### config.mk
export PLATFORM = sky130hd
export DESIGN_NAME = pop_count_pipe
export DESIGN_NICKNAME = d
export VERILOG_FILES = /design/src/rtl/pop_count_pipe.sv
export SDC_FILE = /design/constraint.sdc
export NUM_CORES = 1
export LEC_CHECK = 0
export ABC_AREA = 1
export ABC_CLOCK_PERIOD_IN_PS = 2850
export BUFFER_PORTS_ARGS = -buffer_cell sky130_fd_sc_hd__buf_4
export CORE_AREA = 4 4 107 109
export CTS_BUF_LIST = sky130_fd_sc_hd__clkbuf_2
export DETAILED_ROUTE_END_ITERATION = 12
export DIE_AREA = 0 0 111 113
export PLACE_DENSITY = 0.77
export SKIP_CTS_REPAIR_TIMING = 1
export SYNTH_ARGS = -nofsm -noshare
export SYNTH_HDL_FRONTEND = slang
export SYNTH_SLANG_ARGS = --single-unit
### constraint.sdc
create_clock -name clk -period 2.85 [get_ports clk]
set_input_delay 0.4275 -clock clk [delete_from_list [all_inputs] [get_ports clk]]
set_output_delay 0.4275 -clock clk [all_outputs]
set_load 0.05 [all_outputs]
### src/rtl/pop_count_pipe.sv
// pop_count_pipe: pipelined population counter for census-transform vectors.
// A binary adder tree sums adjacent fields level by level; a register stage is
// inserted every LEVELS_PER_STAGE levels and after the final level, so the
// count leaves the block straight from a flop. One global advance enable moves
// the whole pipeline, which gives simple valid/ready backpressure.
// Optional macro CENSUS_POP_COUNT_PIPE_XOR_EN adds in_ref and counts
// in_data ^ in_ref (Hamming distance) with no extra latency.
module pop_count_pipe #(
  parameter int WIDTH            = 64,
  parameter int LEVELS_PER_STAGE = 2,
  parameter int TAG_WIDTH        = 8
) (
  input  logic                         clk,
  input  logic                         rst,
  input  logic                         in_valid,
  output logic                         in_ready,
  input  logic [WIDTH-1:0]             in_data,
`ifdef CENSUS_POP_COUNT_PIPE_XOR_EN
  input  logic [WIDTH-1:0]             in_ref,
`endif
  input  logic [TAG_WIDTH-1:0]         in_tag,
  output logic                         out_valid,
  input  logic                         out_ready,
  output logic [$clog2(WIDTH+1)-1:0]   out_count,
  output logic [TAG_WIDTH-1:0]         out_tag
);

  localparam int CW     = $clog2(WIDTH + 1);
  localparam int N      = (WIDTH <= 1) ? 1 : $clog2(WIDTH);
  localparam int LPS    = (LEVELS_PER_STAGE < 1) ? 1 : LEVELS_PER_STAGE;
  localparam int P      = (N + LPS - 1) / LPS;
  localparam int LEAVES = 1 << N;

  if (WIDTH < 1 || WIDTH > 1024 || LEVELS_PER_STAGE < 1) begin : g_param_check
    $error("pop_count_pipe: WIDTH must be 1..1024 and LEVELS_PER_STAGE >= 1");
  end

  logic                 adv;
  logic                 vld_reg [P];
  logic [TAG_WIDTH-1:0] tag_reg [P];
  logic [WIDTH-1:0]     census;

`ifdef CENSUS_POP_COUNT_PIPE_XOR_EN
  assign census = in_data ^ in_ref;
`else
  assign census = in_data;
`endif

  // The pipeline only stalls when a finished result is waiting downstream.
  assign adv       = out_ready || !vld_reg[P-1];
  assign in_ready  = adv;
  assign out_valid = vld_reg[P-1];
  assign out_tag   = tag_reg[P-1];

  // Valid bits and tags travel alongside the tree data, one slot per stage.
  for (genvar gi = 0; gi < P; gi++) begin : g_ctl
    logic                 vld_src;
    logic [TAG_WIDTH-1:0] tag_src;

    if (gi == 0) begin : g_first
      assign vld_src = in_valid;
      assign tag_src = in_tag;
    end else begin : g_rest
      assign vld_src = vld_reg[gi-1];
      assign tag_src = tag_reg[gi-1];
    end

    // Valid bit: cleared by reset so in-flight beats are discarded.
    always_ff @(posedge clk) begin
      if (rst)      vld_reg[gi] <= 1'b0;
      else if (adv) vld_reg[gi] <= vld_src;
    end

    if (gi == P - 1) begin : g_tag_out
      // Output tag register is visible, so it is reset to zero.
      always_ff @(posedge clk) begin
        if (rst)      tag_reg[gi] <= '0;
        else if (adv) tag_reg[gi] <= tag_src;
      end
    end else begin : g_tag_mid
      // Interior tag registers carry no meaning while their valid bit is low.
      always_ff @(posedge clk) begin
        if (adv) tag_reg[gi] <= tag_src;
      end
    end
  end

  // Adder tree. Every node is CW bits wide: a node at level k sums at most
  // min(2^k, WIDTH) ones, which always fits CW, so no level can overflow.
  // Level 0 holds the zero-extended input bits.
  for (genvar gi = 0; gi <= N; gi++) begin : g_lvl
    localparam int NF = LEAVES >> gi;
    logic [CW-1:0] tap [NF];

    if (gi == 0) begin : g_leaf
      for (genvar gj = 0; gj < NF; gj++) begin : g_bit
        if (gj < WIDTH) begin : g_in
          assign tap[gj] = CW'(census[gj]);
        end else begin : g_pad
          assign tap[gj] = '0;
        end
      end
    end else begin : g_node
      logic [CW-1:0] sum [NF];

      for (genvar gj = 0; gj < NF; gj++) begin : g_add
        assign sum[gj] = g_lvl[gi-1].tap[2*gj] + g_lvl[gi-1].tap[2*gj+1];
      end

      if (gi == N) begin : g_out
        logic [CW-1:0] cnt_reg;
        // Final stage register drives out_count directly; reset to zero.
        always_ff @(posedge clk) begin
          if (rst)      cnt_reg <= '0;
          else if (adv) cnt_reg <= sum[0];
        end
        assign tap[0] = cnt_reg;
      end else if (gi % LPS == 0) begin : g_stage
        logic [CW-1:0] val_reg [NF];
        // Intermediate stage register; data needs no reset.
        always_ff @(posedge clk) begin
          if (adv) val_reg <= sum;
        end
        for (genvar gj = 0; gj < NF; gj++) begin : g_fwd
          assign tap[gj] = val_reg[gj];
        end
      end else begin : g_comb
        for (genvar gj = 0; gj < NF; gj++) begin : g_fwd
          assign tap[gj] = sum[gj];
        end
      end
    end
  end

  assign out_count = g_lvl[N].tap[0];

endmodule

## Word-level counts from Yosys, hierarchy flattened

Memory sizes are Yosys's and may differ from the RTL's.
Index checks and enable logic that the tools add are counted.

| storage, ports and cells | value |
|---|---|
| memories | 2 |
| flip-flop bits (word level) | 147 |
| RAM bits | 27 |
| logic and storage cells | 102 |
| bits of input ports | 76 |

| cells by class | value |
|---|---|
| reduce and logical (&&, ||, !) cells | 2 |
| multiplexer cells | 10 |
| $add $sub $neg | 63 |
| bitwise gates (word level) | 4 |

Memories:

| name | words | width | rd ports | clocked after memory_dff | wr ports | RTL line | RTL |
|---|---|---|---|---|---|---|---|
| tag_reg | 3 | 8 | 3 | 0 | 3 | 40 | `logic [TAG_WIDTH-1:0] tag_reg [P];` |
| vld_reg | 3 | 1 | 3 | 0 | 3 | 39 | `logic vld_reg [P];` |

Operators with widths:

| cell | number |
|---|---|
| $add 7x7->7 | 15 |
| $add 1x1->2 | 32 |
| $add 2x2->3 | 16 |
| $mux 1 | 9 |
| $mux 8 | 1 |
| $or 1x1->1 | 4 |
| $logic_not 1->1 | 1 |
| $logic_or 1x1->1 | 1 |

## Longest topological paths before layout

Gate-level depths: netlist (run 1).
An unclocked memory read counts as a cell.

| logic depth | value |
|---|---|
| depth after elaboration | 7 |
| depth in mapped cells | 14 |

## Worst setup path before layout (run 1)

Ideal clock, no wire load.

| timing | value |
|---|---|
| path kind | register -> register |
| start point | mem vld_reg[2] |
| end point | mem tag_reg[2][0], enable pin |
| slack | 0.200 ns |
| arrival time | 2.311 ns |
| clock period less this slack | 2.650 ns |
| buffers on the path | 0 |
| cell stages (with the launch flop) | 6 |
| setup time | 0.340 ns |
| cell sequence | edfxtp_1 -> inv_1 -> nor2_4 -> inv_2 -> nor2_4 -> inv_1 |

RTL lines:

| what | RTL line |
|---|---|
| from (decl) | 39 |
| to (decl) | 40 |

## Worst setup path after layout (run 1)

| timing | value |
|---|---|
| start point | reg g_lvl[4].g_node.g_stage.val_reg[1] (netlist name) |
| end point | reg g_lvl[6].g_node.g_out.cnt_reg[5] (netlist: out_count[5]) |

| between the ends | value |
|---|---|
| longest elaborated chain between the ends | 2 |

Ends and longest elaborated chain:

| what | RTL line | RTL |
|---|---|---|
| from (decl) | 119 | `logic [CW-1:0] val_reg [NF];` |
| from (signal assigned) | 122 | `if (adv) val_reg <= sum;` |
| $add 7x7->7 (2 in series) | 107 | `assign sum[gj] = g_lvl[gi-1].tap[2*gj] + g_lvl[gi-1].tap[2*gj+1];` |
| to (signal assigned) | 115 | `else if (adv) cnt_reg <= sum[0];` |
| to (decl) | 111 | `logic [CW-1:0] cnt_reg;` |

No other way between the ends.
A chain may end at the register's enable or synchronous reset.

==> flow_summary.toml, run 1 <==
[outcome]
status = "finished, final reports clean"

[cells_and_area]
instances_no_fill = 693
multi_input_area_sq_um = 2050
regArea_sq_um = 2990
largest_reg_flops = 68
area_growth_pct = 19.1
drive_above_1_share = 0.226
fillCellCount = 809
nets = 727

[grt]
grt_first_pass_wirelength_um = 14000
first_global_vias = 3302
antenna_found_initial = 1
grt_overflow = 0
grt_max_degree = 42
grt_util_all_layers = 0.142

[die]
rows = 38
die_w_um = 111
core_area_sq_um = 10600
io_pins = 93
dieArea_sq_um = 12500
start_util = 0.532
die_y_um = 113

[detailed_routing]
vias = 3115
wl_met3_um = 336
met1_length_um = 3280
wl_met2_um = 4250
wl_per_cell_um = 11.7
drc = 0
top_layer = "met4"
wl_um = 8090
detail_route.iter0.violations = 88
vias_per_cell = 4.49
drtAntennaViolNets = 0
drt-pass1-iter-count = 4

[synthesis]
synth-main-ff-cell = "edfxtp_1"
syn_area_sq_um = 5640
yosysWarnings = 0
synth_top_area_frac = 0.506
synth_seq_cells = 102
synth_seq_area_share = 0.531
synth.most_common_cell = "inv_1"
yosys.cell_types.count = 17
synth_top_area_cell = "edfxtp_1"
synth_cells = 435
avgSynthCellArea_sq_um = 13.0
synth_nets = 615
ys_top_cells_by_area = "edfxtp_1, fa_1, ha_1"
synth-edff-count = 95
synth_commonest_cells = "inv_1, edfxtp_1, ha_1, fa_1, nand2_1"
async_flop_share = 0

[placed_design]
dp.final_hpwl_um = 6500
place_ws_ns = 0.224
globalplace.congestion = 0.779
dp_cells = 668
port_buffers = 92

[critical_path]
startpoint = "g_lvl[4].g_node.g_stage.val_reg[1]"
worstSetupPathType = "reg -> reg"
reg2reg_from = "g_lvl[4].g_node.g_stage.val_reg[1]"
arrival_ns = 3.13
critPathSlowestCell = "fa_1"
required_ns = 3.34
end_kind = "flip-flop"
crit_chain = "inv_1, fa_1, inv_1, fa_1, ha_1, inv_1, fa_1, inv_1, nand2_1, nand2_1, nand3_1, nand3_1, nand2_1"
slowest_delay_ns = 0.52
cp_max_fo = 3
cpMostUsedCell = "inv_1"
startpoint_type = "flip-flop"

[clocking]
cts_buffers = 9
cts_tree = "yes"
clock_latency_ns = 0.56
ctsHtreeMaxLevel = 3
clock_tree.buffer_depth = 2
cts_num_sinks = 102
cts_root_buffer = "clkbuf_2"
clk_pin_slew_ns = 0.27

[sta]
max_freq_mhz = 378
rsz0062_at_grt = "false"
finalSetupViolCount = 0
finalCritPeriodShare = 0.928
slew_headroom = 0.673
hold_viol_final = 0
worst_pin_slew_ns = 0.490
timing.final.ws_setup_ns = 0.205
slew_viol_final = 0
setup_tns_ns = 0
fin_crit_ns = 2.64
worst_clock_skew_ns = 0.0213

[power_and_ir_drop]
p_leak_nw = 3.43
finalPower_mw = 6.05
vdd.ir_drop.worst_mv = 0.651
power_density_nw_per_um2 = 900

[min_path]
min_path_type = "in -> reg"
min_from = "in_data[22]"

[job]
cap_violations = 0
[area by class of cell]
cell class | instances | share of cell area
inverters | 157 | 0.0879
clock inverters | 7 | 0.0119
well taps | 140 | 0.0261
repair buffers | 102 | 0.117
clock buffers | 9 | 0.00670
multi-input cells | 175 | 0.305
flip-flops and latches | 102 | 0.445
diodes | 1 | 0.000372
[per-layer routing]
metal | up-vias | track usage
li1 | 1553 | -
met1 | 1475 | 0.165
met2 | 67 | 0.251
met3 | 20 | 0.0294
met4 | 0 | 0.0714
met5 | - | 0
[placed cells by master (no fill, tap or decap)]
master,Yosys,layout
dlygate4sd3_1,0,8
edfxtp_1,95,95
nor2_1,3,3
bufinv_16,0,1
inv_1,155,155
diode_2,0,1
or2_1,1,1
clkinv_2,0,2
ha_1,54,54
inv_6,0,2
clkbuf_2,0,9
xnor2_1,3,3
a21oi_1,6,6
dfxtp_1,7,7
o21ai_0,2,2
clkinv_4,0,1
nor2_2,9,9
xor2_1,2,2
fa_1,50,50
inv_8,0,1
nor2_4,4,4
clkinvlp_4,0,1
buf_4,0,94
nand3_1,11,11
inv_2,2,1
nand2_1,30,30
[metrics by stage]
step | hold WS [ns] | cell area (sq um) | utilization
after floorplan | 0.400 | 5640 | -
after global placement | 0.403 | 6510 | 0.614
after detailed placement | 0.405 | 6510 | 0.614
after CTS | -0.0594 | 6640 | 0.626
after global routing | 0.0458 | 6720 | 0.634
final | 0.138 | 6720 | 0.634
[logic make-up (layout without fill, tap and decap cells)]
kind of cell | count (synthesis) | after routing | share of synthesized area
AND/OR/NAND/NOR | 58 | 58 | 0.0508
other | 0 | 1 | 0
buffers and inverters | 158 | 275 | 0.106
adder cells (fa/ha/maj) | 104 | 104 | 0.297
XOR/XNOR | 5 | 5 | 0.00777
flip-flops | 102 | 102 | 0.531
AO/OA/AOI/OAI | 8 | 8 | 0.00710
[power breakdown]
group	switching (mW)	leakage [nW]	internal, mW
logic	1.77	2.26	1.32
clock network	0.481	0.0748	0.216
registers	0.142	1.10	2.11
total	2.39	3.43	3.65
[worst paths after layout]
check	end	slack [ns]	cells past startpoint
min	g_lvl[2].g_node.g_stage.val_reg[70]	0.14	2
max	out_count[5]	0.21	13
max reg2reg	out_count[5]	0.21	13
min reg2reg	tag_reg[1][6]	0.46	0
[worst max-delay path: cells and delay by family (launching register included)]
kind / cells / cell delay [ns]
and+or+nand+nor: 5 / 0.33
DFF: 1 / 0.38
adders and majority gates: 4 / 1.61
buffers and inverters: 4 / 0.26
Power figures use the tool's default switching activity.
==> run 2, diff against run 1 <==
--- a/config.mk
+++ b/config.mk
@@ -8,11 +8,12 @@
 export ABC_AREA = 1
 export ABC_CLOCK_PERIOD_IN_PS = 2850
 export BUFFER_PORTS_ARGS = -buffer_cell sky130_fd_sc_hd__buf_4
-export CORE_AREA = 4 4 107 109
+export CORE_AREA = 4 4 103 105
 export CTS_BUF_LIST = sky130_fd_sc_hd__clkbuf_2
 export DETAILED_ROUTE_END_ITERATION = 12
-export DIE_AREA = 0 0 111 113
-export PLACE_DENSITY = 0.77
+export DIE_AREA = 0 0 107 109
+export GPL_TIMING_DRIVEN = 0
+export PLACE_DENSITY = 0.82
 export SKIP_CTS_REPAIR_TIMING = 1
 export SYNTH_ARGS = -nofsm -noshare
 export SYNTH_HDL_FRONTEND = slang
==> flow_summary.toml, run 2 (same netlist as run 1, synthesis figures left out) <==
[outcome]
status = "finished, final reports clean"

[detailed_routing]
wl_um = 8220
drc = 0
detail_route.iter0.violations = 74
drtAntennaViolNets = 0
vias = 3083
wl_per_cell_um = 12.0
drt-pass1-iter-count = 5
vias_per_cell = 4.50

[grt]
grt_max_degree = 58
antenna_found_initial = 0
first_global_vias = 3320
grt_util_all_layers = 0.155
grt_first_pass_wirelength_um = 14100
grt_overflow = 0

[clocking]
cts_buffers = 9
clk_pin_slew_ns = 0.29
cts_tree = "yes"
cts_root_buffer = "clkbuf_2"
cts_num_sinks = 102
ctsHtreeMaxLevel = 3
clock_tree.buffer_depth = 2
clock_latency_ns = 0.55

[die]
die_y_um = 109
start_util = 0.585
dieArea_sq_um = 11700
io_pins = 93
rows = 36
die_w_um = 107
core_area_sq_um = 9640

[sta]
setup_tns_ns = 0
hold_slack_ns = 0.152
finalCritPeriodShare = 0.949
slew_viol_final = 0
finalSetupViolCount = 0
worst_clock_skew_ns = 0.0421
timing.final.ws_setup_ns = 0.147
slew_headroom = 0.717
rsz0062_at_grt = "false"
hold_viol_final = 0
fin_crit_ns = 2.70
max_freq_mhz = 370
worst_pin_slew_ns = 0.425

[critical_path]
arrival_ns = 3.16
reg2reg_from = "g_lvl[4].g_node.g_stage.val_reg[1]"
cp_max_fo = 3
worstSetupPathType = "reg -> reg"
endpoint = "out_count[5]"
required_ns = 3.31
startpoint = "g_lvl[4].g_node.g_stage.val_reg[1]"
r2r_cells = 13
r2r_end = "out_count[5]"
startpoint_type = "flip-flop"
end_kind = "flip-flop"
r2r_slack_ns = 0.15

[cells_and_area]
nets = 727
diodes = 0
largest_reg_flops = 68
layout_commonest_cell = "inv_1"
area_growth_pct = 19.2
instances_no_fill = 685
finish.instance_area_sq_um = 6720
final_cell_mix = "inv_1, edfxtp_1, buf_4"
drive_above_1_share = 0.230
fillCellCount = 699

[placed_design]
port_buffers = 92
dp_cells = 661
dp.final_hpwl_um = 6630
place_ws_ns = 0.134
globalplace.congestion = 0.733
placed_cell_area_sq_um = 6530

[min_path]
hold_path_depth = 2
min_path_type = "in -> reg"

[power_and_ir_drop]
p_leak_nw = 3.44
vdd.ir_drop.worst_mv = 0.642
power_density_nw_per_um2 = 907

[job]
cap_violations = 0
## run 2: layout make-up
| type | instances | area [sq um] | share of cell area |
|---|---|---|---|
| Inverter | 157 | 592 | 0.0880 |
| Multi-Input combinational cell | 175 | 2050 | 0.305 |
| Buffer | 1 | 11.3 | 0.00168 |
| Tap cell | 133 | 166 | 0.0248 |
| Clock inverter | 7 | 65.1 | 0.00968 |
| Sequential cell | 102 | 2990 | 0.445 |
| Timing Repair Buffer | 101 | 798 | 0.119 |
| Clock buffer | 9 | 45.0 | 0.00670 |
## run 2: per-layer routing
metal  vias up  track usage  share of wire
met5         -            0              0
met4         0       0.0557          0.017
met3        12       0.0225          0.038
met2        70        0.283           0.55
met1      1452        0.188           0.40
li1       1549            -              -
## run 2: metrics by stage
step / utilization / power [mW]
6_report: 0.697 / 6.10
5_1_grt: 0.697 / 6.77
4_1_cts: 0.689 / 6.12
3_5_place_dp: 0.677 / 5.48
3_3_place_gp: 0.674 / 5.16
2_1_floorplan: - / 4.60
## run 2: power by group
group	total (mW)	switching [mW]	leakage, nW	internal, mW
sequential	2.25	0.135	1.10	2.11
clock	0.640	0.503	0.0665	0.137
combinational	3.21	1.85	2.27	1.35
## run 2: worst min path at each step
stage / start / to
floorplan: tag_reg[0][0] / tag_reg[1][0]
global placement: tag_reg[0][2] / tag_reg[1][2]
detailed placement: tag_reg[0][4] / tag_reg[1][4]
CTS: in_tag[0] / tag_reg[0][0]
global route: in_data[14] / g_lvl[2].g_node.g_stage.val_reg[84]
finish: in_data[62] / g_lvl[2].g_node.g_stage.val_reg[0]
## run 2: critical path, stage by stage (launching register included)
cell and delay, ns:
edfxtp_1 0.41, inv_1 0.06, fa_1 0.53, inv_1 0.07, fa_1 0.52, ha_2 0.20
inv_1 0.06, fa_2 0.35, inv_1 0.06, nand2_1 0.04, nand2_1 0.10, nand3_1 0.08
nand3_1 0.08, nand2_1 0.05
